$ cat src/rtl/vga_timing_pkg.sv
// Shared 640x480@60 timing constants, the capture FSM state encoding and the
// pixel width. Used by the capture block; the generator side imports it too.
package vga_timing_pkg;

  // 640x480 timing, in pixel periods and lines
  localparam int unsigned VGA_H_ACTIVE = 640;
  localparam int unsigned VGA_H_TOTAL  = 800;
  localparam int unsigned VGA_H_START  = 144;  // hsync 96 + back porch 48
  localparam int unsigned VGA_V_ACTIVE = 480;
  localparam int unsigned VGA_V_TOTAL  = 525;
  localparam int unsigned VGA_V_START  = 35;   // vsync 2 + back porch 33
  localparam int unsigned VGA_ADDR_W   = 19;   // 2^19 >= 640*480

  localparam int unsigned RGB_W = 12;          // {R[3:0], G[3:0], B[3:0]}
  localparam int unsigned CNT_W = 11;          // h/v counters, saturate at 2047

  typedef enum logic [1:0] {
    ST_SEARCH  = 2'd0,
    ST_MEASURE = 2'd1,
    ST_LOCKED  = 2'd2
  } vga_state_e;

  // Counter increment that sticks at all-ones instead of wrapping.
  function automatic logic [CNT_W-1:0] sat_inc(input logic [CNT_W-1:0] v);
    return (v == '1) ? v : v + CNT_W'(1);
  endfunction

endpackage

$ cat src/rtl/vga_capture_sync_detect.sv
// Sync front end of the capture block: samples hsync/vsync/rgb on pixel_ce,
// detects falling sync edges, runs h_cnt/v_cnt and flags raw line/frame
// length errors. Whether an error matters is decided by the capture FSM.
//
// Ports:
//   clk_i, rst_i          clock, async active-high reset
//   pixel_ce_i            pixel-rate enable; nothing changes when low
//   hsync_i, vsync_i      active-low syncs
//   rgb_i                 pixel data
//   hs_fall_o, vs_fall_o  falling edge seen on this pixel_ce sample
//   line_err_o            hsync edge with line length != H_TOTAL
//   frame_err_o           vsync edge with frame length != V_TOTAL
//   active_o              this sample is inside the active window
//   rgb_o                 registered rgb sample
module vga_capture_sync_detect
  import vga_timing_pkg::*;
#(
  parameter int unsigned H_ACTIVE = VGA_H_ACTIVE,
  parameter int unsigned H_TOTAL  = VGA_H_TOTAL,
  parameter int unsigned H_START  = VGA_H_START,
  parameter int unsigned V_ACTIVE = VGA_V_ACTIVE,
  parameter int unsigned V_TOTAL  = VGA_V_TOTAL,
  parameter int unsigned V_START  = VGA_V_START
) (
  input  logic             clk_i,
  input  logic             rst_i,
  input  logic             pixel_ce_i,
  input  logic             hsync_i,
  input  logic             vsync_i,
  input  logic [RGB_W-1:0] rgb_i,
  output logic             hs_fall_o,
  output logic             vs_fall_o,
  output logic             line_err_o,
  output logic             frame_err_o,
  output logic             active_o,
  output logic [RGB_W-1:0] rgb_o
);

  localparam logic [CNT_W-1:0] H_LO  = CNT_W'(H_START);
  localparam logic [CNT_W-1:0] H_HI  = CNT_W'(H_START + H_ACTIVE);
  localparam logic [CNT_W-1:0] V_LO  = CNT_W'(V_START);
  localparam logic [CNT_W-1:0] V_HI  = CNT_W'(V_START + V_ACTIVE);
  localparam logic [CNT_W-1:0] H_TOT = CNT_W'(H_TOTAL);
  localparam logic [CNT_W-1:0] V_TOT = CNT_W'(V_TOTAL);

  logic             hs_q, vs_q;
  logic [RGB_W-1:0] rgb_q;
  logic [CNT_W-1:0] h_cnt_q, h_cnt_d;
  logic [CNT_W-1:0] v_cnt_q, v_cnt_d;

  always_comb begin
    // Edge = new sample low while the previous sample register is high.
    hs_fall_o = pixel_ce_i & ~hsync_i & hs_q;
    vs_fall_o = pixel_ce_i & ~vsync_i & vs_q;

    h_cnt_d = h_cnt_q;
    v_cnt_d = v_cnt_q;
    if (pixel_ce_i) begin
      h_cnt_d = hs_fall_o ? '0 : sat_inc(h_cnt_q);
      // vsync wins when both edges land on the same sample
      if (vs_fall_o)      v_cnt_d = '0;
      else if (hs_fall_o) v_cnt_d = sat_inc(v_cnt_q);
    end

    // Length checks use the pre-load counts (last index + 1 = length).
    line_err_o  = hs_fall_o && ((h_cnt_q + CNT_W'(1)) != H_TOT);
    frame_err_o = vs_fall_o && ((v_cnt_q + CNT_W'(1)) != V_TOT);

    // Active window judged on the counts after this sample's update.
    active_o = pixel_ce_i &&
               (h_cnt_d >= H_LO) && (h_cnt_d < H_HI) &&
               (v_cnt_d >= V_LO) && (v_cnt_d < V_HI);
  end

  always_ff @(posedge clk_i or posedge rst_i) begin
    if (rst_i) begin
      hs_q    <= 1'b0;
      vs_q    <= 1'b0;
      rgb_q   <= '0;
      h_cnt_q <= '0;
      v_cnt_q <= '0;
    end else if (pixel_ce_i) begin
      hs_q    <= hsync_i;
      vs_q    <= vsync_i;
      rgb_q   <= rgb_i;
      h_cnt_q <= h_cnt_d;
      v_cnt_q <= v_cnt_d;
    end
  end

  assign rgb_o = rgb_q;

endmodule

$ cat src/rtl/vga_capture.sv
// VGA receive side: locks onto an hsync/vsync/rgb stream and emits one
// frame-buffer write per active pixel while timing is locked.
//
// Write interface: wr_en is a one-cycle strobe qualifying wr_addr/wr_data on
// that same cycle. There is no back-pressure; the frame buffer must accept
// every strobe.
//
// Ports:
//   clock_100mhz, reset   clock, async active-high reset
//   pixel_ce              pixel-rate enable for the video inputs
//   hsync_in, vsync_in    active-low syncs
//   rgb_in                {R,G,B} 4 bits each
//   wr_en/wr_addr/wr_data frame-buffer write (addr = y*H_ACTIVE + x)
//   frame_start           pulse on each good vsync edge while locked
//   frame_done            pulse with the write of the last pixel
//   locked                FSM is in LOCKED
//   err_count             saturating count of errors seen while locked
//   dbg_state_o           current FSM state
module vga_capture
  import vga_timing_pkg::*;
#(
  parameter int unsigned H_ACTIVE = VGA_H_ACTIVE,
  parameter int unsigned H_TOTAL  = VGA_H_TOTAL,
  parameter int unsigned H_START  = VGA_H_START,
  parameter int unsigned V_ACTIVE = VGA_V_ACTIVE,
  parameter int unsigned V_TOTAL  = VGA_V_TOTAL,
  parameter int unsigned V_START  = VGA_V_START,
  parameter int unsigned ADDR_W   = VGA_ADDR_W
) (
  input  logic              clock_100mhz,
  input  logic              reset,
  input  logic              pixel_ce,
  input  logic              hsync_in,
  input  logic              vsync_in,
  input  logic [RGB_W-1:0]  rgb_in,
  output logic              wr_en,
  output logic [ADDR_W-1:0] wr_addr,
  output logic [RGB_W-1:0]  wr_data,
  output logic              frame_start,
  output logic              frame_done,
  output logic              locked,
  output logic [7:0]        err_count,
  output vga_state_e        dbg_state_o
);

  localparam logic [ADDR_W-1:0] LAST_ADDR = ADDR_W'(H_ACTIVE * V_ACTIVE - 1);

  logic hs_fall, vs_fall, line_err, frame_err, active;

  vga_capture_sync_detect #(
    .H_ACTIVE (H_ACTIVE),
    .H_TOTAL  (H_TOTAL),
    .H_START  (H_START),
    .V_ACTIVE (V_ACTIVE),
    .V_TOTAL  (V_TOTAL),
    .V_START  (V_START)
  ) u_sync (
    .clk_i       (clock_100mhz),
    .rst_i       (reset),
    .pixel_ce_i  (pixel_ce),
    .hsync_i     (hsync_in),
    .vsync_i     (vsync_in),
    .rgb_i       (rgb_in),
    .hs_fall_o   (hs_fall),
    .vs_fall_o   (vs_fall),
    .line_err_o  (line_err),
    .frame_err_o (frame_err),
    .active_o    (active),
    .rgb_o       (wr_data)
  );

  vga_state_e        state_q, state_d;
  logic              skip_q, skip_d;     // ignore first line check in MEASURE
  logic [ADDR_W-1:0] addr_q, addr_d;     // next address to write
  logic              full_q, full_d;     // last address already written
  logic              wr_en_q, wr_en_d;
  logic [ADDR_W-1:0] wr_addr_q, wr_addr_d;
  logic              fstart_q, fstart_d;
  logic              fdone_q, fdone_d;
  logic [7:0]        err_q, err_d;
  logic              err_hit, do_write;

  always_comb begin
    state_d   = state_q;
    skip_d    = skip_q;
    addr_d    = addr_q;
    full_d    = full_q;
    wr_en_d   = 1'b0;
    wr_addr_d = wr_addr_q;
    fstart_d  = 1'b0;
    fdone_d   = 1'b0;
    err_d     = err_q;
    err_hit   = 1'b0;
    do_write  = 1'b0;

    case (state_q)
      ST_SEARCH: begin
        if (vs_fall) begin
          state_d = ST_MEASURE;
          skip_d  = 1'b1;
        end
      end
      ST_MEASURE: begin
        // The line that was in flight when MEASURE began is not judged.
        if (hs_fall) skip_d = 1'b0;
        if ((line_err && !skip_q) || frame_err) begin
          state_d = ST_SEARCH;
        end else if (vs_fall) begin
          state_d  = ST_LOCKED;
          fstart_d = 1'b1;
        end
      end
      ST_LOCKED: begin
        // An active sample after the last address means the frame is too
        // long for the buffer; it is dropped and treated as a timing error.
        if (line_err || frame_err || (active && full_q)) begin
          state_d = ST_SEARCH;
          err_hit = 1'b1;
        end else begin
          if (vs_fall) fstart_d = 1'b1;
          if (active)  do_write = 1'b1;
        end
      end
      default: state_d = ST_SEARCH;
    endcase

    if (err_hit && (err_q != 8'hFF)) err_d = err_q + 8'd1;

    if (fstart_d) begin
      addr_d = '0;
      full_d = 1'b0;
    end else if (do_write) begin
      wr_en_d   = 1'b1;
      wr_addr_d = addr_q;
      if (addr_q == LAST_ADDR) begin
        full_d  = 1'b1;
        fdone_d = 1'b1;
      end else begin
        addr_d = addr_q + ADDR_W'(1);
      end
    end
  end

  always_ff @(posedge clock_100mhz or posedge reset) begin
    if (reset) begin
      state_q   <= ST_SEARCH;
      skip_q    <= 1'b0;
      addr_q    <= '0;
      full_q    <= 1'b0;
      wr_en_q   <= 1'b0;
      wr_addr_q <= '0;
      fstart_q  <= 1'b0;
      fdone_q   <= 1'b0;
      err_q     <= '0;
    end else begin
      state_q   <= state_d;
      skip_q    <= skip_d;
      addr_q    <= addr_d;
      full_q    <= full_d;
      wr_en_q   <= wr_en_d;
      wr_addr_q <= wr_addr_d;
      fstart_q  <= fstart_d;
      fdone_q   <= fdone_d;
      err_q     <= err_d;
    end
  end

  assign wr_en       = wr_en_q;
  assign wr_addr     = wr_addr_q;
  assign frame_start = fstart_q;
  assign frame_done  = fdone_q;
  assign locked      = (state_q == ST_LOCKED);
  assign err_count   = err_q;
  assign dbg_state_o = state_q;

endmodule

$ cat config.mk
export PLATFORM = sky130hd
export DESIGN_NAME = vga_capture
export DESIGN_NICKNAME = d
export VERILOG_FILES = /design/src/rtl/vga_timing_pkg.sv /design/src/rtl/vga_capture_sync_detect.sv /design/src/rtl/vga_capture.sv
export SDC_FILE = /design/constraint.sdc
export NUM_CORES = 1
export LEC_CHECK = 0
export ABC_AREA = 1
export CORE_ASPECT_RATIO = 1.5
export CORE_MARGIN = 3
export CORE_UTILIZATION = 40
export CTS_BUF_LIST = sky130_fd_sc_hd__clkbuf_16
export DETAILED_ROUTE_END_ITERATION = 6
export PLACE_DENSITY_LB_ADDON = 0.12
export SYNTH_ARGS = -nofsm -noshare
export SYNTH_HDL_FRONTEND = slang
export SYNTH_SLANG_ARGS = --single-unit
$ cat constraint.sdc
create_clock -name clock_100mhz -period 3.7 [get_ports clock_100mhz]
set_input_delay 0.74 -clock clock_100mhz [delete_from_list [all_inputs] [get_ports clock_100mhz]]
set_output_delay 0.74 -clock clock_100mhz [all_outputs]
set_load 0.01 [all_outputs]
==> reports/metrics.cfg, run 1 <==
[drt]
post-route-drc-count = 0
dr_wl_met3_um = 259
drtIter0Drc = 211
wl_per_cell_um = 13.5
route.met2.wl_um = 6520
ant_nets = 0
highest_layer = met4
finalWirelength_um = 12000
first_pass_iters = 5
vias = 4366
drt-met1-wl_um = 4930
vias_per_cell = 4.92

[clock_network]
cts_resized = 0
clockBufferDepth = 2
clk_pin_slew_ns = 0.07
clock-root-buffer = clkbuf_16
holdBufCountCts = 0
cts_buffers = 9
htree_levels = 3
cts_setup_buffers = 0
cts_tree = yes
clock_latency_ns = 0.34
clock_sinks = 89

[timing]
finalHoldViolations = 0
finalCritPeriodShare_pct = 87.2
relSlewSlack_pct = 66.4
slew_viol_final = 0
max_freq_mhz = 310
rsz0062_at_grt = false
finClkSkew_ns = 0.00749
worst_slew_pin_slew_ns = 0.503
period_minus_slack_ns = 3.23
tns_ns = 0
setup_viol = 0

[setup_path]
cp-start-kind = input port
crit_path_end_kind = register
required_ns = 3.92
cp_max_fo = 19
crit_arrival_ns = 3.45
cp_common_cell = nand2_1
max_stage_delay_ns = 0.49
criticalPathCategory = input port to register
slowest_stage = clkdlybuf4s50_1
crit_chain = clkdlybuf4s50_1 -> inv_2 -> buf_4 -> a21oi_4 -> nand4_2 -> nand2_1 -> nor2_1 -> nor2_1 -> nand2_1 -> nand2_1 -> nor2_1 -> nand4_1 -> nand3_1 -> nand2_1 -> nand3_1 -> buf_4 -> nand2_1 -> a21oi_1

[yosys]
yosys_register_bits = 89
ys_seq_area_share_pct = 45.3
ys_types = 37
ys.warnings.count = 0
synth-edff-count = 0
synth.avg_cell_area_um2 = 7.41
syn_area_um2 = 4910
async_flop_share_pct = 100
synth_top_flop_cell = dfrtp_1
syn_nets = 688
syn_inst = 663

[finish]
nets = 755
antenna_cells = 0
mostFrequentLayoutCells = nand2_1, dfrtp_1, inv_1
drive_gt1_share_pct = 7.49
n_fill_cell = 1216
areaGrowthSynthToFinish_pct = 22.0
seq_area_um2 = 2230
multi_input_area_um2 = 2270
layout_commonest_cell = nand2_1

[global_routing]
overflow = 0
first_global_vias = 4326
grt.total_usage_pct = 19.1
grt_max_degree = 90
antenna_found_initial = 0
grt_pass1_wl_um = 20600

[place]
io_buffers = 61
dp_hpwl_um = 9110
place_congestion = 0.855

[floorplan]
die_width_um = 96.5
coreArea_um2 = 12000
die-area_um2 = 13700
initial_core_util_pct = 40.9
die_height_um = 142
ios = 62
num_rows = 49

[power_and_ir_drop]
p_leak_nw = 2.98
finalPower_mw = 2.69
vdd_ir_drop_max_mv = 0.275
powerDensity_nw_per_um2 = 449

[run_status]
outcome = complete, no violations

[flow_run]
drv_cap = 0

[min_path]
hp-class = register to register

## per-layer routing
layer,track usage [%],vias to the layer above
met5,0,-
met4,6.95,0
met3,3.18,22
met2,34.2,57
met1,22.4,2059
li1,-,2228
## power by group
group          internal (mW)  switching, mW  total [mW]
Sequential              1.09          0.119        1.21
Clock                  0.447          0.382       0.829
Combinational          0.260          0.388       0.649
Total                   1.80          0.890        2.69
## worst max-delay path, delay by kind of cell
kind,cells,cell delay (ns)
AO/OA/AOI/OAI,2,0.33
buffers and inverters,4,1.04
AND/OR/NAND/NOR,12,1.32
## cell type report
class                           instances  share of cell area, %
Multi-Input combinational cell        471                   38.0
Clock buffer                            9                   3.76
Sequential cell                        89                   37.2
Timing Repair Buffer                   70                   11.7
Tap cell                              153                   3.19
Clock inverter                          6                  0.605
Inverter                               89                   5.59
## cells by family after synthesis
family	after synthesis	synth area share [%]
AND/OR/NAND/NOR	396	35.7
flip-flops	89	45.3
buffers and inverters	103	8.38
adder cells (fa/ha/maj)	8	2.04
XOR/XNOR	14	2.50
AO/OA/AOI/OAI	53	6.09
## per-stage QoR
stage                     cells  setup slack (ns)  utilization, %  area, um2  hold WS (ns)
final                       887             0.473            49.9       5990         0.473
after global routing        887             0.202            49.9       5990         0.489
after CTS                   887             0.433            49.9       5990         0.476
after detailed placement    872            0.0846            47.7       5730         0.462
after global placement      872             0.119            47.7       5730         0.456
after floorplan             663             0.653               -       4910         0.475
## cell usage after synthesis (3+ instances only)
master      n  share of area (%)
a21oi_1    17                1.7
clkbuf_1    5               0.38
xor2_1      9                1.6
inv_1      82                6.3
nand4_1    18                2.3
nor3_1     11                1.1
nor4_1      3               0.38
o211ai_1    3               0.46
inv_2       6               0.46
o21ai_0    24                2.4
nand2_1   217                 17
buf_2       5               0.51
nand3_1    57                5.8
nor2_1     65                5.0
dfrtp_1    89                 45
nor2_2      9                1.1
xnor2_1     5               0.89
nand3_2     6                1.2
ha_1        8                2.0
## registers in the layout, indices dropped and copies added, names as in the netlist
register        count
skip_q              1
full_q              1
u_sync.h_cnt_q     11
frame_start         1
addr_q             19
frame_done          1
wr_en               1
u_sync.hs_q         1
dbg_state_o         2
u_sync.rgb_o       12
wr_addr            19
u_sync.vs_q         1
err_count           8
u_sync.v_cnt_q     11
## path summary, 6_finish.rpt
path / end / startpoint / cells past startpoint / slack [ns]
max: addr_q[11] / pixel_ce / 18 / 0.47
min: u_sync.rgb_o[0] / u_sync.rgb_o[0] / 2 / 0.47
max reg2reg: addr_q[3] / u_sync.h_cnt_q[0] / 18 / 0.79
min reg2reg: u_sync.rgb_o[0] / u_sync.rgb_o[0] / 2 / 0.47
max in group asynchronous: u_sync.v_cnt_q[4] / reset / 3 / 2.47
min in group asynchronous: wr_addr[16] / reset / 3 / 0.83
No activity file was read; power rests on OpenSTA's default activity.
==> run 2, diff against run 1 <==
--- a/config.mk
+++ b/config.mk
@@ -7,7 +7,6 @@
 export LEC_CHECK = 0
 export ABC_AREA = 1
 export CORE_ASPECT_RATIO = 1.5
-export CORE_MARGIN = 3
 export CORE_UTILIZATION = 40
 export CTS_BUF_LIST = sky130_fd_sc_hd__clkbuf_16
 export DETAILED_ROUTE_END_ITERATION = 6
==> run 2 against run 1 <==
Compared with the run above:
- first-iteration DRC count grew 6.2%
- register-to-register slack lost 0.05 ns
- highest routed layer unchanged
- final area grew 0.44%
- critical path type unchanged
==> reports/metrics.cfg, run 2 (same netlist as run 1, synthesis figures left out) <==
[run_status]
outcome = complete, no violations

[setup_path]
criticalPathCategory = input port to register
crit_path_end_kind = register
cp-start-kind = input port
cp_max_fo = 13
required_ns = 3.93
crit_arrival_ns = 3.48
slowest_stage = clkdlybuf4s50_1
max_stage_delay_ns = 0.49
crit_chain = clkdlybuf4s50_1 -> inv_2 -> nor2_1 -> nand2_1 -> nand3_1 -> nand3_1 -> o21ai_1 -> nand2_1 -> nand4_1 -> nand3_1 -> nand2_1 -> nand3_1 -> buf_4 -> nand2_1 -> nor2_1

[drt]
drtIter0Drc = 224
finalWirelength_um = 12000
post-route-drc-count = 0
vias_per_cell = 4.92
vias = 4368
wl_per_cell_um = 13.5
ant_nets = 0
first_pass_iters = 5

[clock_network]
cts_tree = yes
clock-root-buffer = clkbuf_16
clock_latency_ns = 0.34
clockBufferDepth = 2
cts_buffers = 9
clock_sinks = 89
cts_setup_buffers = 0
holdBufCountCts = 0
htree_levels = 3
clk_pin_slew_ns = 0.06
cts_resized = 0

[finish]
mostFrequentLayoutCells = nand2_1, dfrtp_1, inv_1
n_fill_cell = 1207
stdcell_count = 887
nets = 754
antenna_cells = 0
areaGrowthSynthToFinish_pct = 22.5
fin_util_pct = 50.4
layout_commonest_cell = nand2_1
drive_gt1_share_pct = 7.77

[floorplan]
initial_core_util_pct = 41.1
ios = 62
coreArea_um2 = 12000
num_rows = 49
die-area_um2 = 12700
die_width_um = 92.5
die_height_um = 138

[power_and_ir_drop]
vdd_ir_drop_max_mv = 0.188
p_leak_nw = 3.00
powerDensity_nw_per_um2 = 461
finalPower_mw = 2.77

[flow_run]
drv_cap = 0

[global_routing]
grt_pass1_wl_um = 20100
antenna_found_initial = 0
first_global_vias = 4410
overflow = 0
grt.total_usage_pct = 20.2
grt_max_degree = 46

[place]
io_buffers = 61
place_congestion = 0.905
placed_cells = 871
dp_hpwl_um = 8890

[timing]
max_freq_mhz = 308
slew_viol_final = 0
setup_viol = 0
worst_slew_pin_slew_ns = 0.827
tns_ns = 0
rsz0062_at_grt = false
finalHoldViolations = 0
period_minus_slack_ns = 3.25
finalCritPeriodShare_pct = 87.7
finClkSkew_ns = 0.00656
relSlewSlack_pct = 44.8
holdWs_ns = 0.474

[min_path]
hp-class = register to register

## run 2: changes by cell type in the layout (fill, tap and decap cells not counted)
cell        previous run  this run
clkinv_1               3         1
clkinv_2               2         4
buf_4                  7         6
bufinv_16              0         1
clkinvlp_4             2         1
inv_6                  0         1
## run 2: worst paths after layout
check | startpoint | end | slack [ns] | depth (start not counted)
min | u_sync.rgb_o[5] | u_sync.rgb_o[5] | 0.47 | 2
max in group asynchronous | reset | err_count[5] | 2.12 | 3
min in group asynchronous | reset | u_sync.rgb_o[10] | 0.85 | 2
max | pixel_ce | addr_q[14] | 0.45 | 15
min reg2reg | u_sync.rgb_o[5] | u_sync.rgb_o[5] | 0.47 | 2
max reg2reg | u_sync.h_cnt_q[0] | addr_q[11] | 0.74 | 17
## run 2: critical path: cells and delay by family
family          cells  cell delay [ns]
buf+inv             3             0.86
simple gates       11             1.71
compound gates      1             0.16
## run 2: cell type report
type | instances | area, um2 | share of cell area [%]
Clock inverter | 7 | 70.1 | 1.16
Multi-Input combinational cell | 471 | 2270 | 37.8
Sequential cell | 89 | 2230 | 37.0
Tap cell | 153 | 191 | 3.18
Inverter | 89 | 335 | 5.57
Clock buffer | 9 | 225 | 3.74
Timing Repair Buffer | 69 | 696 | 11.6
## run 2: through the flow
stage | setup slack, ns | area (um2)
4_1_cts | 0.463 | 6020
3_5_place_dp | 0.117 | 5720
5_1_grt | 0.179 | 6020
6_report | 0.453 | 6020
2_1_floorplan | 0.653 | 4910
3_3_place_gp | 0.244 | 5720
## run 2: power breakdown
part	switching, mW	internal (mW)
combinational	0.384	0.259
clock	0.389	0.523
sequential	0.123	1.09
## run 2: routing by layer
| layer | GRT usage, % | vias up | part of all wire, % |
|---|---|---|---|
| met3 | 2.65 | 24 | 2.6 |
| met5 | 0 | - | 0 |
| met4 | 9.55 | 0 | 2.8 |
| met2 | 37.9 | 70 | 54 |
| met1 | 22.2 | 2037 | 41 |
| li1 | - | 2237 | - |
==> variant: new RTL, flow settings as in run 1 <==
Add an input register stage for `pixel_ce`, `hsync_in`, `vsync_in` and `rgb_in`, cleared by the reset; this delays them by one clock.
--- a/src/rtl/vga_capture.sv
+++ b/src/rtl/vga_capture.sv
@@ -45,6 +45,25 @@
 
   localparam logic [ADDR_W-1:0] LAST_ADDR = ADDR_W'(H_ACTIVE * V_ACTIVE - 1);
 
+  logic pixel_ce_q;
+  logic hsync_q;
+  logic vsync_q;
+  logic [RGB_W-1:0] rgb_r;
+
+  always_ff @(posedge clock_100mhz or posedge reset) begin
+    if (reset) begin
+      pixel_ce_q <= '0;
+      hsync_q    <= '0;
+      vsync_q    <= '0;
+      rgb_r      <= '0;
+    end else begin
+      pixel_ce_q <= pixel_ce;
+      hsync_q    <= hsync_in;
+      vsync_q    <= vsync_in;
+      rgb_r      <= rgb_in;
+    end
+  end
+
   logic hs_fall, vs_fall, line_err, frame_err, active;
 
   vga_capture_sync_detect #(
@@ -57,10 +76,10 @@
   ) u_sync (
     .clk_i       (clock_100mhz),
     .rst_i       (reset),
-    .pixel_ce_i  (pixel_ce),
-    .hsync_i     (hsync_in),
-    .vsync_i     (vsync_in),
-    .rgb_i       (rgb_in),
+    .pixel_ce_i  (pixel_ce_q),
+    .hsync_i     (hsync_q),
+    .vsync_i     (vsync_q),
+    .rgb_i       (rgb_r),
     .hs_fall_o   (hs_fall),
     .vs_fall_o   (vs_fall),
     .line_err_o  (line_err),
Function: changed (a bounded check fails within 4 cycles, from zero or initial values and one cycle with reset high).
==> variant against run 1 <==
  * Utilization rose by 0.29 points
  * Area after synthesis rose by 5.6%
  * Sequential power rose by 9%
  * Design area rose by 5.3%
  * Global-route usage fell by 1.7 points
  * Synthesized cell count fell by 0.60%
  * Sequential cell count rose by 15
  * Wire length rose by 1.9%
  * Worst setup slack improved by 0.014 ns
  * Power rose by 7.5%
  * Critical path type is now reg2reg
  * Largest power group unchanged
==> variant: results (changes against run 1) <==
.. list-table::
   :header-rows: 1

   * - Metric
     - Value
   * - RD Place Congestion
     - 0.872 (+2.0%)
   * - Routed Wire Length
     - 12.2 mm (+1.9%)
   * - Fraction of final layout cells with drive strength greater than 1
     - 6.59% (-0.90 points)
   * - Internal power
     - 2.05 mW (+14%)
   * - Dpl cell area
     - 5980 sq um (+4.4%)
   * - Result of the run
     - completed
   * - Number of DRC markers in iteration 0
     - 138 (-35%)
   * - Largest cells by area after synthesis
     - dfrtp_1 50%, nand2_1 17%, nand3_1 6.1%
   * - Maximum number of pins on one net before global-route repair
     - 58 (-36%)
   * - Cell Count, Final, Fillers Out
     - 884 (-0.34%)
   * - Via count of the first global-routing pass
     - 4385 (+1.4%)
   * - Number of detailed-route iterations in the first pass
     - 4 (-1)
   * - Static leakage power
     - 3.08 nW (+3.3%)
   * - Total length of routed met2 wires
     - 6.52 mm (about the same)
   * - Slew at the pin with the worst max-slew slack
     - 0.721 ns (+0.218 ns)
   * - First-pass GRT wire length
     - 20.7 mm (+0.73%)
   * - Maximum fanout encountered on the critical timing path
     - 26 (+7)
   * - Met1 wire length
     - 5.04 mm (+2.3%)
   * - Distinct cell type count of the synthesized netlist
     - 40 (+8.1%)
   * - VDD IR-drop max
     - 279 uV (+1.4%)
   * - Final nets
     - 748 (-0.93%)
   * - Data arrival, critical path
     - 3.49 ns (+0.04 ns)
   * - Fraction of power consumed by sequential logic
     - 45.8% (+0.7 points)
   * - HPWL reported at the end of detailed placement
     - 9.03 mm (-0.94%)
   * - Number of nets produced by synthesis
     - 684 (-0.58%)
   * - Net Sw Power
     - 845 uW (-5.1%)
   * - FFs w/ async S/R, synth
     - 100% (unchanged)
   * - Total Routing Usage GR
     - 17.4% (-1.7 points)
   * - Commonest cells post-synth
     - 233 x nand2_1, 104 x dfrtp_1, 68 x inv_1
   * - Post-placement worst setup slack
     - 0.430 ns (+0.346 ns)
   * - Primary FF master, synth
     - dfrtp_1
   * - Path category of the worst min-delay check
     - reg2reg
   * - Sequential-to-total area share from yosys stat
     - 50.2% (+4.8 points)
   * - Port Buffer Count
     - 61 (unchanged)
   * - Slowest cell on the critical path
     - dfrtp_1
   * - Worst setup skew after layout
     - 0.00690 ns (-0.000588 ns)
   * - Cell count after synthesis
     - 659 (-0.60%)
   * - Detailed-route vias per instance
     - 4.94 (+0.41%)
==> variant: changes by cell type after synthesis, sizes merged, moves of 2 or more <==
cell | before | now
nand4 | 20 | 12
or2 | 1 | 3
nand3b | 1 | 5
a21oi | 20 | 4
xor2 | 9 | 14
nor2 | 76 | 61
clkbuf | 5 | 7
o21bai | 0 | 2
nor3 | 11 | 6
o21ai | 26 | 31
o211ai | 3 | 1
inv | 88 | 74
dfrtp | 89 | 104
nand2 | 219 | 235
==> variant: final timing paths <==
path / start / end / slack [ns] / cells past startpoint
hold reg to reg: rgb_r[9] / u_sync.rgb_o[9] / 0.45 / 2
hold / removal: rgb_r[9] / u_sync.rgb_o[9] / 0.45 / 2
min in group asynchronous: reset / rgb_r[0] / 0.87 / 2
setup / recovery: u_sync.v_cnt_q[0] / addr_q[13] / 0.49 / 17
max in group asynchronous: reset / wr_addr[9] / 2.15 / 3
setup reg to reg: u_sync.v_cnt_q[0] / addr_q[13] / 0.49 / 17
==> variant: area by class of cell <==
type | instances | area, sq um
clock inverters | 7 | 100
repair buffers | 68 | 676
inverters | 75 | 285
multi-input cells | 465 | 2220
well taps | 156 | 195
clock buffers | 9 | 225
fillers | 1193 | 6270
flip-flops and latches | 104 | 2600
==> variant: kinds of logic (layout without fill, tap and decap cells) <==
| family | Yosys count | after routing | share of synthesized area (%) |
|---|---|---|---|
| AND/OR/NAND/NOR | 393 | 393 | 32.9 |
| flip-flops | 104 | 104 | 50.2 |
| buffers and inverters | 90 | 159 | 6.97 |
| AO/OA/AOI/OAI | 44 | 44 | 4.63 |
| XOR/XNOR | 20 | 20 | 3.38 |
| adder cells (fa/ha/maj) | 8 | 8 | 1.93 |
==> variant: per-layer routing <==
layer	vias up	GRT usage (%)
met1	2074	20.4
met3	23	2.93
met5	-	0
met2	69	31.1
met4	0	7.04
li1	2203	-
